File: src/rtl/debounce_pkg.sv
// Shared constants, state type and sizing helper for the multi-channel debouncer.
package debounce_pkg;

    localparam int DB_STABLE_DEFAULT = 16;
    localparam int DB_SYNC_STAGES    = 2;

    // Debounced level held by each channel.
    typedef enum logic {
        DB_DEASSERTED = 1'b0,
        DB_ASSERTED   = 1'b1
    } db_state_t;

    // Counter width able to hold the value stable_cycles without wrapping.
    function automatic int db_cnt_width(input int stable_cycles);
        if (stable_cycles < 1) begin
            return 1;
        end
        return $clog2(stable_cycles + 1);
    endfunction

endpackage

File: src/rtl/debounce_chan.sv
// One debounce channel: raw input synchronizer, polarity, stability counter,
// debounced state and edge strobes.
//
// state          | meaning
// ---------------+-----------------------------------------------
// DB_DEASSERTED  | debounced level is 0; counting samples that read asserted
// DB_ASSERTED    | debounced level is 1; counting samples that read released
module debounce_chan
    import debounce_pkg::*;
#(
    parameter int STABLE_CYCLES = DB_STABLE_DEFAULT,
    parameter int ACTIVE_LOW    = 1
) (
    input  logic clk,
    input  logic rst,
    input  logic sample_en,
    input  logic raw_in,
    output logic db_out,
    output logic rise_pulse,
    output logic fall_pulse
);

    localparam int              CNT_W    = db_cnt_width(STABLE_CYCLES);
    localparam logic [CNT_W-1:0] CNT_TERM = CNT_W'(STABLE_CYCLES);
    localparam logic [CNT_W-1:0] CNT_ONE  = CNT_W'(1);
    localparam logic            IDLE_RAW = (ACTIVE_LOW != 0) ? 1'b1 : 1'b0;

    logic [DB_SYNC_STAGES-1:0] sync_q;
    logic                      sync_lvl;
    logic                      lvl_differs;

    db_state_t                 state_q;
    db_state_t                 state_d;
    logic [CNT_W-1:0]          cnt_q;
    logic [CNT_W-1:0]          cnt_d;
    logic                      rise_q;
    logic                      rise_d;
    logic                      fall_q;
    logic                      fall_d;

    // Synchronizer shifts every cycle; reset preloads the released raw level
    // so leaving reset never looks like a press.
    always_ff @(posedge clk) begin
        if (rst) begin
            sync_q <= {DB_SYNC_STAGES{IDLE_RAW}};
        end else begin
            sync_q <= {sync_q[DB_SYNC_STAGES-2:0], raw_in};
        end
    end

    assign sync_lvl    = (ACTIVE_LOW != 0) ? ~sync_q[DB_SYNC_STAGES-1]
                                           :  sync_q[DB_SYNC_STAGES-1];
    assign lvl_differs = (sync_lvl != (state_q == DB_ASSERTED));

    // Next state, counter and strobes; a sample matching the current level
    // restarts the count, so a bounce just before threshold costs a full run.
    always_comb begin
        state_d = state_q;
        cnt_d   = cnt_q;
        rise_d  = 1'b0;
        fall_d  = 1'b0;
        if (sample_en) begin
            if (!lvl_differs) begin
                cnt_d = '0;
            end else if (cnt_q >= (CNT_TERM - CNT_ONE)) begin
                cnt_d = '0;
                case (state_q)
                    DB_DEASSERTED: begin
                        state_d = DB_ASSERTED;
                        rise_d  = 1'b1;
                    end
                    DB_ASSERTED: begin
                        state_d = DB_DEASSERTED;
                        fall_d  = 1'b1;
                    end
                    default: begin
                        state_d = DB_DEASSERTED;
                    end
                endcase
            end else begin
                cnt_d = cnt_q + CNT_ONE;
            end
        end
    end

    // State, counter and strobe registers; reset discards any count in flight.
    always_ff @(posedge clk) begin
        if (rst) begin
            state_q <= DB_DEASSERTED;
            cnt_q   <= '0;
            rise_q  <= 1'b0;
            fall_q  <= 1'b0;
        end else begin
            state_q <= state_d;
            cnt_q   <= cnt_d;
            rise_q  <= rise_d;
            fall_q  <= fall_d;
        end
    end

    assign db_out     = (state_q == DB_ASSERTED);
    assign rise_pulse = rise_q;
    assign fall_pulse = fall_q;

endmodule

File: src/rtl/debounce_multi.sv
// Bank of independent debounce channels sharing one clock, reset and
// sample-qualify tick. All outputs come straight from channel flops.
module debounce_multi
    import debounce_pkg::*;
#(
    parameter int CHANNELS      = 4,
    parameter int STABLE_CYCLES = DB_STABLE_DEFAULT,
    parameter int ACTIVE_LOW    = 1
) (
    input  logic                clk,
    input  logic                rst,
    input  logic                sample_en,
    input  logic [CHANNELS-1:0] raw_in,
    output logic [CHANNELS-1:0] db_out,
    output logic [CHANNELS-1:0] rise_pulse,
    output logic [CHANNELS-1:0] fall_pulse
);

    // One channel instance per raw input bit.
    for (genvar i = 0; i < CHANNELS; i++) begin : g_chan
        debounce_chan #(
            .STABLE_CYCLES (STABLE_CYCLES),
            .ACTIVE_LOW    (ACTIVE_LOW)
        ) u_chan (
            .clk        (clk),
            .rst        (rst),
            .sample_en  (sample_en),
            .raw_in     (raw_in[i]),
            .db_out     (db_out[i]),
            .rise_pulse (rise_pulse[i]),
            .fall_pulse (fall_pulse[i])
        );
    end

endmodule

File: config.mk
export PLATFORM = sky130hd
export DESIGN_NAME = debounce_multi
export DESIGN_NICKNAME = d
export VERILOG_FILES = /design/src/rtl/debounce_pkg.sv /design/src/rtl/debounce_chan.sv /design/src/rtl/debounce_multi.sv
export SDC_FILE = /design/constraint.sdc
export NUM_CORES = 1
export LEC_CHECK = 0
export CORE_MARGIN = 4
export CORE_UTILIZATION = 52
export CTS_CLUSTER_DIAMETER = 30
export DETAILED_ROUTE_END_ITERATION = 16
export PLACE_DENSITY = 0.82
export RECOVER_POWER = 50
export SYNTH_ARGS = -nofsm -noshare
export SYNTH_HDL_FRONTEND = slang
export SYNTH_HIERARCHICAL = 1
export SYNTH_SLANG_ARGS = --single-unit
File: constraint.sdc
create_clock -name clk -period 5.6 [get_ports clk]
set_clock_uncertainty 0.1 [all_clocks]
set_input_delay 0.84 -clock clk [delete_from_list [all_inputs] [get_ports clk]]
set_output_delay 0.84 -clock clk [all_outputs]
set_load 0.01 [all_outputs]
==> report_table.html, run 1 <==
<table>
<tr><th>Metric</th><th>Value</th></tr>
<tr><th colspan="2">Cells and area</th></tr>
<tr><td>FILL cells</td><td>285</td></tr>
<tr><td>Cell area after layout</td><td>0.00222 mm2</td></tr>
<tr><td>Area growth from synthesis to layout</td><td>15.9%</td></tr>
<tr><td>Number of antenna diodes</td><td>0</td></tr>
<tr><td>Fraction of final layout cells sized beyond drive strength 1</td><td>17.7%</td></tr>
<tr><td>Post-route core utilization</td><td>64.5%</td></tr>
<tr><td>Flip-flop and latch area</td><td>801 um2</td></tr>
<tr><td>Area used by multi-input combinational logic</td><td>between 0.001 and 0.0015 mm2</td></tr>
<tr><td>Number of nets at the end of the flow</td><td>between 200 and 250</td></tr>
<tr><th colspan="2">Yosys</th></tr>
<tr><td>Synthesis warning total</td><td>6</td></tr>
<tr><td>Post-synthesis cell type count</td><td>40</td></tr>
<tr><td>Portion of the post-synthesis area used by sequential elements</td><td>between 40% and 50%</td></tr>
<tr><td>Number of enable flip-flop cells after synthesis</td><td>0</td></tr>
<tr><td>Proportion of netlist area held by the largest area contributor</td><td>41.8%</td></tr>
<tr><td>Post-synth net total</td><td>219</td></tr>
<tr><td>Fraction of registers with async set/reset</td><td>0%</td></tr>
<tr><td>Dominant cell type by area after synthesis</td><td>dfxtp_1</td></tr>
<tr><td>Synth cell count leaders</td><td>40 x dfxtp_1, 20 x nand2_1, 13 x nand4_1</td></tr>
<tr><td>Mapped Area</td><td>0.00192 mm2</td></tr>
<tr><td>Average size of a mapped cell</td><td>about 9.4 um2</td></tr>
<tr><td>Commonest register cell after synthesis</td><td>dfxtp_1</td></tr>
<tr><td>Number of cells produced by synthesis</td><td>204</td></tr>
<tr><td>Number of synthesized register bits</td><td>40</td></tr>
<tr><td>Area contributors post-synth</td><td>dfxtp_1 42%, ha_1 5.2%, nand4_1 4.2%, nand2_1 3.9%, a21oi_1 2.6%</td></tr>
<tr><td>Most common cell in the synthesized netlist</td><td>dfxtp_1</td></tr>
<tr><th colspan="2">Clocking</th></tr>
<tr><td>Number of buffers on the longest clock path</td><td>2</td></tr>
<tr><td>CTS Root Buffer Type</td><td>clkbuf_8</td></tr>
<tr><td>CTS tree</td><td>built</td></tr>
<tr><td>Resized Gates After CTS</td><td>0</td></tr>
<tr><td>Postcts setup bufs</td><td>0</td></tr>
<tr><td>Number of sinks on the clock net</td><td>40</td></tr>
<tr><td>Hold-fix buffers, CTS</td><td>0</td></tr>
<tr><td>Register clock-pin slew on the reported worst setup and hold paths</td><td>roughly 70 ps</td></tr>
<tr><td>TritonCTS buffer count</td><td>5</td></tr>
<tr><td>Level count of the clock H-tree</td><td>2</td></tr>
<tr><td>Clock network latency to the later pin of the worst-skew pair</td><td>300 ps</td></tr>
<tr><th colspan="2">STA</th></tr>
<tr><td>Highest Clock Rate</td><td>between 0.2 and 0.3 GHz</td></tr>
<tr><td>Final Max Tran Viols</td><td>53</td></tr>
<tr><td>Post-Route Setup TNS</td><td>0 ps</td></tr>
<tr><td>Fin Hold WS</td><td>312 ps</td></tr>
<tr><td>Number of setup violations in the final report</td><td>0</td></tr>
<tr><td>Minimum period implied by the final worst setup slack</td><td>3560 ps</td></tr>
<tr><td>Setup repair after global routing missed its margin</td><td>false</td></tr>
<tr><td>Slew of the pin with the lowest slew margin</td><td>about 2000 ps</td></tr>
<tr><td>Ratio of final minimum period to clock period</td><td>63.5%</td></tr>
<tr><td>Relative slew slack</td><td>-34.0%</td></tr>
<tr><td>Final hold violations</td><td>0</td></tr>
<tr><th colspan="2">Min path</th></tr>
<tr><td>Class of the worst hold path</td><td>flip-flop to flip-flop</td></tr>
<tr><td>Min-Delay Startpoint</td><td>g_chan[0].u_chan/sync_q[0]$_SDFF_PP1_</td></tr>
<tr><td>Hold Crit Depth</td><td>1</td></tr>
<tr><td>Hold worst-path end</td><td>g_chan[0].u_chan/sync_q[1]$_SDFF_PP1_</td></tr>
<tr><th colspan="2">Floorplan</th></tr>
<tr><td>Horizontal die dimension</td><td>between 60 and 70 um</td></tr>
<tr><td>Std-Cell Rows</td><td>21</td></tr>
<tr><td>Count of pins on the block boundary</td><td>19</td></tr>
<tr><td>Overall die area</td><td>0.00472 mm2</td></tr>
<tr><td>Die Y-Extent</td><td>68.7 um</td></tr>
<tr><td>Area of the core</td><td>0.00344 mm2</td></tr>
<tr><td>Starting density of the core</td><td>55.7%</td></tr>
<tr><th colspan="2">Place</th></tr>
<tr><td>GP Congestion</td><td>0.897</td></tr>
<tr><td>Instance area after placement</td><td>0.00214 mm2</td></tr>
<tr><td>HPWL Detailed</td><td>approximately 2300 um</td></tr>
<tr><td>Number of I/O port buffers</td><td>18</td></tr>
<tr><th colspan="2">Setup path</th></tr>
<tr><td>Highest cell delay on the worst timing path</td><td>about 1400 ps</td></tr>
<tr><td>Critical path startpoint category</td><td>primary input</td></tr>
<tr><td>Worst EP arrival</td><td>~3600 ps</td></tr>
<tr><td>Worst endpoint required time</td><td>5590 ps</td></tr>
<tr><td>Category of the most critical setup path</td><td>primary input to flip-flop</td></tr>
<tr><td>Largest fanout of any net on the critical path</td><td>52</td></tr>
<tr><td>Number of cells on the worst reg-to-reg path</td><td>6</td></tr>
<tr><td>Kind of cell adding the most delay to the critical path</td><td>buffers and inverters</td></tr>
<tr><td>Critical path buffer and inverter count</td><td>3</td></tr>
<tr><td>Reg2reg setup slack</td><td>3580 ps</td></tr>
<tr><td>Crit Reg-Reg Endpoint</td><td>g_chan[2].u_chan/db_out$_SDFFE_PP0P_</td></tr>
<tr><td>CP cell instances</td><td>dlygate4sd3_1, clkbuf_1, inv_1, nand2_1, o32ai_2</td></tr>
<tr><td>Launch instance of the worst register-to-register path</td><td>g_chan[2].u_chan/cnt_q[0]$_SDFFE_PP0P_</td></tr>
<tr><td>Nature of the critical path endpoint</td><td>flip-flop</td></tr>
<tr><td>Cell with the biggest individual delay on the critical path</td><td>clkbuf_1</td></tr>
<tr><th colspan="2">Global routing</th></tr>
<tr><td>Initial antenna violation count</td><td>0</td></tr>
<tr><td>Global route overflow</td><td>0</td></tr>
<tr><td>Total global-route track usage</td><td>between 15 and 20%</td></tr>
<tr><td>Via count of the first global-routing pass</td><td>1395</td></tr>
<tr><td>Wire length of the first global-routing pass</td><td>6000 um</td></tr>
<tr><td>Pin count of the biggest net entering global routing</td><td>53</td></tr>
<tr><th colspan="2">Power</th></tr>
<tr><td>Leak Pwr</td><td>0.852 nW</td></tr>
<tr><td>Switching power total</td><td>0.116 mW</td></tr>
<tr><td>Sequential fraction of design power</td><td>57.9%</td></tr>
<tr><td>Relative contribution of the clock network to total power</td><td>about 37%</td></tr>
<tr><td>Power density normalized to cell area</td><td>between 200 and 250 mW/mm2</td></tr>
<tr><td>Switching share of power</td><td>23.2%</td></tr>
<tr><td>Worst IR Drop VDD</td><td>151 uV</td></tr>
<tr><td>Internal portion of total power</td><td>0.385 mW</td></tr>
<tr><td>Logic gate share of total power</td><td>around 5.2%</td></tr>
<tr><th colspan="2">Route</th></tr>
<tr><td>Aggregate routed wire length</td><td>3420 um</td></tr>
<tr><td>Count of antenna-violating nets left after detailed routing</td><td>0</td></tr>
<tr><td>Detailed-route wire length per cell</td><td>12.6 um</td></tr>
<tr><td>Number of detailed-route iterations in the first pass</td><td>4</td></tr>
<tr><td>Number of design rule violations left after detail routing</td><td>0</td></tr>
<tr><td>Vias</td><td>1507</td></tr>
<tr><td>Number of DRC markers in iteration 0</td><td>136</td></tr>
<tr><td>Via/cell ratio</td><td>5.54</td></tr>
<tr><th colspan="2">Run status</th></tr>
<tr><td>Violated checks</td><td>max-capacitance violations, max-slew violations</td></tr>
<tr><td>Run status</td><td>complete, but fails checks</td></tr>
<tr><th colspan="2">Job</th></tr>
<tr><td>Count of max-cap constraint violations</td><td>1</td></tr>
</table>
per-layer routing:
| metal | GRT usage (%) | share of wire [%] | up-vias |
|---|---|---|---|
| met3 | 4.38 | 3.6 | 7 |
| met1 | 22.3 | 49 | 693 |
| met4 | 8.03 | 1.9 | 0 |
| met2 | 24.9 | 46 | 23 |
| met5 | 0 | 0 | - |
| li1 | - | - | 784 |
per-stage QoR:
step,total power [mW],worst slack [ps],cells
after floorplan,0.313,3790,204
after global placement,0.323,2730,264
after detailed placement,0.323,2650,264
after CTS,0.510,2990,272
after global routing,0.526,1760,272
final,0.502,2040,272
how the worst max path moves through the flow:
stage,slack [ps],from,depth (start not counted),end
after global routing,1760,rst,5,g_chan[3].u_chan/cnt_q[4]$_SDFFE_PP0P_
after detailed placement,2650,sample_en,4,g_chan[0].u_chan/db_out$_SDFFE_PP0P_
after floorplan,3790,g_chan[0].u_chan/cnt_q[0]$_SDFFE_PP0P_,6,g_chan[0].u_chan/db_out$_SDFFE_PP0P_
final,2040,rst,5,g_chan[3].u_chan/cnt_q[4]$_SDFFE_PP0P_
after CTS,2990,sample_en,4,g_chan[0].u_chan/db_out$_SDFFE_PP0P_
after global placement,2730,sample_en,4,g_chan[1].u_chan/db_out$_SDFFE_PP0P_
logic make-up after synthesis:
group,share of synthesized area (%)
AOI/OAI and AO/OA,12.0
xor gates and xnor gates,2.22
adders and majority gates,5.22
buffers and inverters,3.39
DFF,41.8
muxes,2.35
and+or+nand+nor,33.0
layout by cell type, fill, tap and decap left out, drive strengths merged, types with 5 or more instances in the layout:
cell and instances:
dfxtp 40, nand2 20, nand4 17, dlygate4sd3 13, inv 12, a21oi 10
or2 8, ha 8, nor3 7, nor2b 7, nor2 7, o21ai 6
clkbuf 6, nand2b 5, clkdlybuf4s50 5
area by class of cell:
class                   count  area share (%)
flip-flops and latches     40            36.1
clock buffers               5            3.10
inverters                  12            2.03
clock inverters             3           0.845
well taps                  46            2.59
multi-input cells         147            47.1
repair buffers             19            8.28
power by group through the flow:
stage	logic (mW)	clock network, mW	registers (mW)
floorplan	0.0162	0	0.296
global placement	0.0255	0	0.297
detailed placement	0.0262	0	0.297
finish	0.0260	0.185	0.290
CTS	0.0261	0.193	0.290
global route	0.0288	0.206	0.291
sequential cells by signal, summed over array words and instances (netlist names):
| register | count |
|---|---|
| g_chan.u_chan/fall_pulse | 4 |
| g_chan.u_chan/rise_pulse | 4 |
| g_chan.u_chan/cnt_q | 20 |
| g_chan.u_chan/db_out | 4 |
| g_chan.u_chan/sync_q | 8 |
Power figures use the tool's default switching activity.
==> inputs of run 2 (changes only) <==
==> constraint.sdc (replaced) <==
create_clock -name clk -period 3.4 [get_ports clk]
set_clock_uncertainty 0.1 [all_clocks]
set_input_delay 0.51 -clock clk [delete_from_list [all_inputs] [get_ports clk]]
set_output_delay 0.51 -clock clk [all_outputs]
set_load 0.01 [all_outputs]
==> run 2 against run 1 <==
Against the previous run: the run now ends clean; clock-buffer cell count grew 1; worst hold slack gained 3.9 ps; die area is the same; utilization grew 0.87 points; first-iteration DRC count shrank 26%; non-clock buffer count grew 1; largest cell class unchanged; worst setup slack lost 890 ps; critical path depth is the same; critical path type unchanged.
==> report_table.html, run 2 (synthesized netlist as in run 1, its figures left out) <==
<table>
<tr><th>Metric</th><th>Value</th></tr>
<tr><th colspan="2">Setup path</th></tr>
<tr><td>Reg2reg setup slack</td><td>1370 ps (-2210 ps)</td></tr>
<tr><td>Critical path buffer and inverter count</td><td>2 (-1)</td></tr>
<tr><td>Critical path startpoint category</td><td>primary input</td></tr>
<tr><td>Launch instance of the worst register-to-register path</td><td>g_chan[2].u_chan/cnt_q[0]$_SDFFE_PP0P_</td></tr>
<tr><td>Cell with the biggest individual delay on the critical path</td><td>dlygate4sd3_1</td></tr>
<tr><td>Highest cell delay on the worst timing path</td><td>770 ps (-660 ps)</td></tr>
<tr><td>CP cell instances</td><td>dlygate4sd3_1, clkbuf_1, and4_2, nand4_1, o21ai_0</td></tr>
<tr><td>Worst endpoint required time</td><td>3530 ps (-2060 ps)</td></tr>
<tr><td>Kind of cell adding the most delay to the critical path</td><td>buffers and inverters</td></tr>
<tr><td>Number of cells on the worst reg-to-reg path</td><td>6 (unchanged)</td></tr>
<tr><td>Crit Reg-Reg Endpoint</td><td>g_chan[2].u_chan/db_out$_SDFFE_PP0P_</td></tr>
<tr><td>Largest fanout of any net on the critical path</td><td>19 (-63%)</td></tr>
<tr><td>Worst EP arrival</td><td>2370 ps (-1180 ps)</td></tr>
<tr><td>Category of the most critical setup path</td><td>primary input to flip-flop</td></tr>
<tr><td>Nature of the critical path endpoint</td><td>flip-flop</td></tr>
<tr><th colspan="2">Min path</th></tr>
<tr><td>Hold worst-path end</td><td>g_chan[2].u_chan/sync_q[1]$_SDFF_PP1_</td></tr>
<tr><td>Hold Crit Depth</td><td>1 (unchanged)</td></tr>
<tr><td>Min-Delay Startpoint</td><td>g_chan[2].u_chan/sync_q[0]$_SDFF_PP1_</td></tr>
<tr><td>Class of the worst hold path</td><td>flip-flop to flip-flop</td></tr>
<tr><th colspan="2">Power</th></tr>
<tr><td>Internal portion of total power</td><td>0.655 mW (+70%)</td></tr>
<tr><td>Power density normalized to cell area</td><td>377 mW/mm2 (+67%)</td></tr>
<tr><td>Leak Pwr</td><td>0.853 nW (about the same)</td></tr>
<tr><td>Switching share of power</td><td>22.7% (-0.49 points)</td></tr>
<tr><td>Sequential fraction of design power</td><td>56.5% (-1.4 points)</td></tr>
<tr><td>Switching power total</td><td>0.193 mW (+65%)</td></tr>
<tr><td>Logic gate share of total power</td><td>5.3% (about the same)</td></tr>
<tr><td>Worst IR Drop VDD</td><td>307 uV (+100%)</td></tr>
<tr><td>Relative contribution of the clock network to total power</td><td>38.2% (+1.3 points)</td></tr>
<tr><th colspan="2">STA</th></tr>
<tr><td>Number of setup violations in the final report</td><td>0 (unchanged)</td></tr>
<tr><td>Final hold violations</td><td>0 (unchanged)</td></tr>
<tr><td>Post-Route Setup TNS</td><td>0 ps (unchanged)</td></tr>
<tr><td>Final Max Tran Viols</td><td>0 (-100%)</td></tr>
<tr><td>Final setup margin</td><td>1160 ps (-886 ps)</td></tr>
<tr><td>Ratio of final minimum period to clock period</td><td>66.0%</td></tr>
<tr><td>Slew of the pin with the lowest slew margin</td><td>652 ps (-1360 ps)</td></tr>
<tr><td>Minimum period implied by the final worst setup slack</td><td>between 2000 and 2500 ps</td></tr>
<tr><td>Highest Clock Rate</td><td>roughly 0.45 GHz</td></tr>
<tr><td>Relative slew slack</td><td>56.5% (+90 points)</td></tr>
<tr><td>Setup repair after global routing missed its margin</td><td>false</td></tr>
<tr><th colspan="2">Global routing</th></tr>
<tr><td>Global route overflow</td><td>0 (unchanged)</td></tr>
<tr><td>Wire length of the first global-routing pass</td><td>5820 um (-3.1%)</td></tr>
<tr><td>Total global-route track usage</td><td>16.7% (-0.023 points)</td></tr>
<tr><td>Via count of the first global-routing pass</td><td>1313 (-5.9%)</td></tr>
<tr><td>Pin count of the biggest net entering global routing</td><td>53 (unchanged)</td></tr>
<tr><td>Initial antenna violation count</td><td>0 (unchanged)</td></tr>
<tr><th colspan="2">Cells and area</th></tr>
<tr><td>FILL cells</td><td>281 (-1.4%)</td></tr>
<tr><td>Area growth from synthesis to layout</td><td>17.4%</td></tr>
<tr><td>Fraction of final layout cells sized beyond drive strength 1</td><td>18.5% (+0.80 points)</td></tr>
<tr><td>Number of nets at the end of the flow</td><td>241 (+0.42%)</td></tr>
<tr><td>Largest register FFs</td><td>20 (unchanged)</td></tr>
<tr><td>Regs by FF count</td><td>g_chan.u_chan/cnt_q x20, g_chan.u_chan/sync_q x8</td></tr>
<tr><td>Cell area after layout</td><td>0.00225 mm2 (+1.4%)</td></tr>
<tr><td>Number of antenna diodes</td><td>0 (unchanged)</td></tr>
<tr><td>Most frequent cells in the layout</td><td>40 x dfxtp_1, 20 x nand2_1, 13 x nand4_1</td></tr>
<tr><td>Largest register by flop count</td><td>g_chan.u_chan/cnt_q</td></tr>
<tr><td>Flip-flop and latch area</td><td>801 um2 (unchanged)</td></tr>
<tr><td>Area used by multi-input combinational logic</td><td>0.00105 mm2 (+0.48%)</td></tr>
<tr><td>Most common cell after layout, fill and taps aside</td><td>dfxtp_1</td></tr>
<tr><th colspan="2">Route</th></tr>
<tr><td>Vias</td><td>1549 (+2.8%)</td></tr>
<tr><td>Number of detailed-route iterations in the first pass</td><td>4 (unchanged)</td></tr>
<tr><td>Number of design rule violations left after detail routing</td><td>0 (unchanged)</td></tr>
<tr><td>Number of DRC markers in iteration 0</td><td>100 (-26%)</td></tr>
<tr><td>Detailed-route wire length per cell</td><td>12.9 um (+2.5%)</td></tr>
<tr><td>Aggregate routed wire length</td><td>3520 um (+2.8%)</td></tr>
<tr><td>Via/cell ratio</td><td>5.67 (+2.4%)</td></tr>
<tr><td>Count of antenna-violating nets left after detailed routing</td><td>0 (unchanged)</td></tr>
<tr><th colspan="2">Clocking</th></tr>
<tr><td>Level count of the clock H-tree</td><td>2 (unchanged)</td></tr>
<tr><td>TritonCTS buffer count</td><td>5 (unchanged)</td></tr>
<tr><td>Clock network latency to the later pin of the worst-skew pair</td><td>290 ps (about the same)</td></tr>
<tr><td>Register clock-pin slew on the reported worst setup and hold paths</td><td>70 ps (about the same)</td></tr>
<tr><td>Resized Gates After CTS</td><td>0 (unchanged)</td></tr>
<tr><td>Number of sinks on the clock net</td><td>40 (unchanged)</td></tr>
<tr><td>Number of buffers on the longest clock path</td><td>2 (unchanged)</td></tr>
<tr><td>CTS tree</td><td>built</td></tr>
<tr><td>Hold-fix buffers, CTS</td><td>0 (unchanged)</td></tr>
<tr><td>CTS Root Buffer Type</td><td>clkbuf_8</td></tr>
<tr><td>Postcts setup bufs</td><td>0 (unchanged)</td></tr>
<tr><th colspan="2">Run status</th></tr>
<tr><td>Run status</td><td>finished clean</td></tr>
<tr><th colspan="2">Floorplan</th></tr>
<tr><td>Horizontal die dimension</td><td>68.7 um (unchanged)</td></tr>
<tr><td>Count of pins on the block boundary</td><td>19 (unchanged)</td></tr>
<tr><td>Area of the core</td><td>0.00344 mm2 (unchanged)</td></tr>
<tr><td>Std-Cell Rows</td><td>21 (unchanged)</td></tr>
<tr><td>Overall die area</td><td>0.00472 mm2 (unchanged)</td></tr>
<tr><td>Starting density of the core</td><td>55.7% (unchanged)</td></tr>
<tr><td>Die Y-Extent</td><td>68.7 um (unchanged)</td></tr>
<tr><th colspan="2">Place</th></tr>
<tr><td>Instance area after placement</td><td>0.00216 mm2 (+0.93%)</td></tr>
<tr><td>HPWL Detailed</td><td>2270 um (-0.35%)</td></tr>
<tr><td>Number of I/O port buffers</td><td>18 (unchanged)</td></tr>
<tr><td>GP Congestion</td><td>0.902 (+0.52%)</td></tr>
<tr><td>Setup slack at placement</td><td>1260 ps (-1390 ps)</td></tr>
<tr><th colspan="2">Job</th></tr>
<tr><td>Count of max-cap constraint violations</td><td>0 (-1)</td></tr>
</table>
## run 2: cell types whose count changed in the layout (fill, tap and decap cells not counted), sizes merged
| cell | delta |
|---|---|
| clkinv | -1 |
| dlygate4sd3 | -3 |
| buf | +1 |
| clkdlybuf4s50 | +3 |
| clkbuf | +1 |
## run 2: how the worst max path moves through the flow
| stage | cells after the start | from | slack [ps] | end |
|---|---|---|---|---|
| after global routing | 5 | sample_en | 1010 | g_chan[2].u_chan/cnt_q[3]$_SDFFE_PP0P_ |
| after global placement | 4 | sample_en | 1270 | g_chan[0].u_chan/db_out$_SDFFE_PP0P_ |
| final | 5 | sample_en | 1160 | g_chan[0].u_chan/cnt_q[3]$_SDFFE_PP0P_ |
| after detailed placement | 4 | sample_en | 1260 | g_chan[1].u_chan/db_out$_SDFFE_PP0P_ |
| after CTS | 6 | g_chan[2].u_chan/cnt_q[0]$_SDFFE_PP0P_ | 1410 | g_chan[2].u_chan/db_out$_SDFFE_PP0P_ |
| after floorplan | 6 | g_chan[0].u_chan/cnt_q[0]$_SDFFE_PP0P_ | 1590 | g_chan[0].u_chan/db_out$_SDFFE_PP0P_ |
## run 2: stage by stage
step / hold WS [ps] / total power, mW / util (%) / instances
after global placement: 293 / 0.534 / 62.8 / 265
after floorplan: 289 / 0.515 / - / 204
after detailed placement: 299 / 0.535 / 62.8 / 265
final: 316 / 0.848 / 65.4 / 273
after CTS: 320 / 0.859 / 65.5 / 273
after global routing: 334 / 0.888 / 65.4 / 273
## run 2: power by group through the flow
stage | clock (mW) | sequential (mW) | combinational [mW]
after floorplan | 0 | 0.488 | 0.0268
after global placement | 0 | 0.489 | 0.0448
after detailed placement | 0 | 0.489 | 0.0452
after CTS | 0.335 | 0.478 | 0.0456
after global routing | 0.360 | 0.479 | 0.0499
final | 0.324 | 0.478 | 0.0450
## run 2: worst reg2reg max path: cells and delay by family, from the launching register on
kind | cells | cell delay, ps
muxes | 1 | 290
and+or+nand+nor | 2 | 510
AOI/OAI and AO/OA | 1 | 220
adders and majority gates | 2 | 440
DFF | 1 | 360
## run 2: per-layer routing
metal / up-vias / share of wire [%] / global-route usage, %
li1: 794 / - / -
met1: 720 / 48 / 21.1
met2: 33 / 47 / 24.9
met3: 2 / 4.9 / 7.29
met4: 0 / 0.45 / 6.33
met5: - / 0 / 0
## run 2: cell type report
type	count	share of cell area, %
Clock buffer	6	3.67
Clock inverter	2	0.445
Inverter	12	2.00
Multi-Input combinational cell	147	46.7
Sequential cell	40	35.6
Tap cell	46	2.56
Timing Repair Buffer	20	9.06
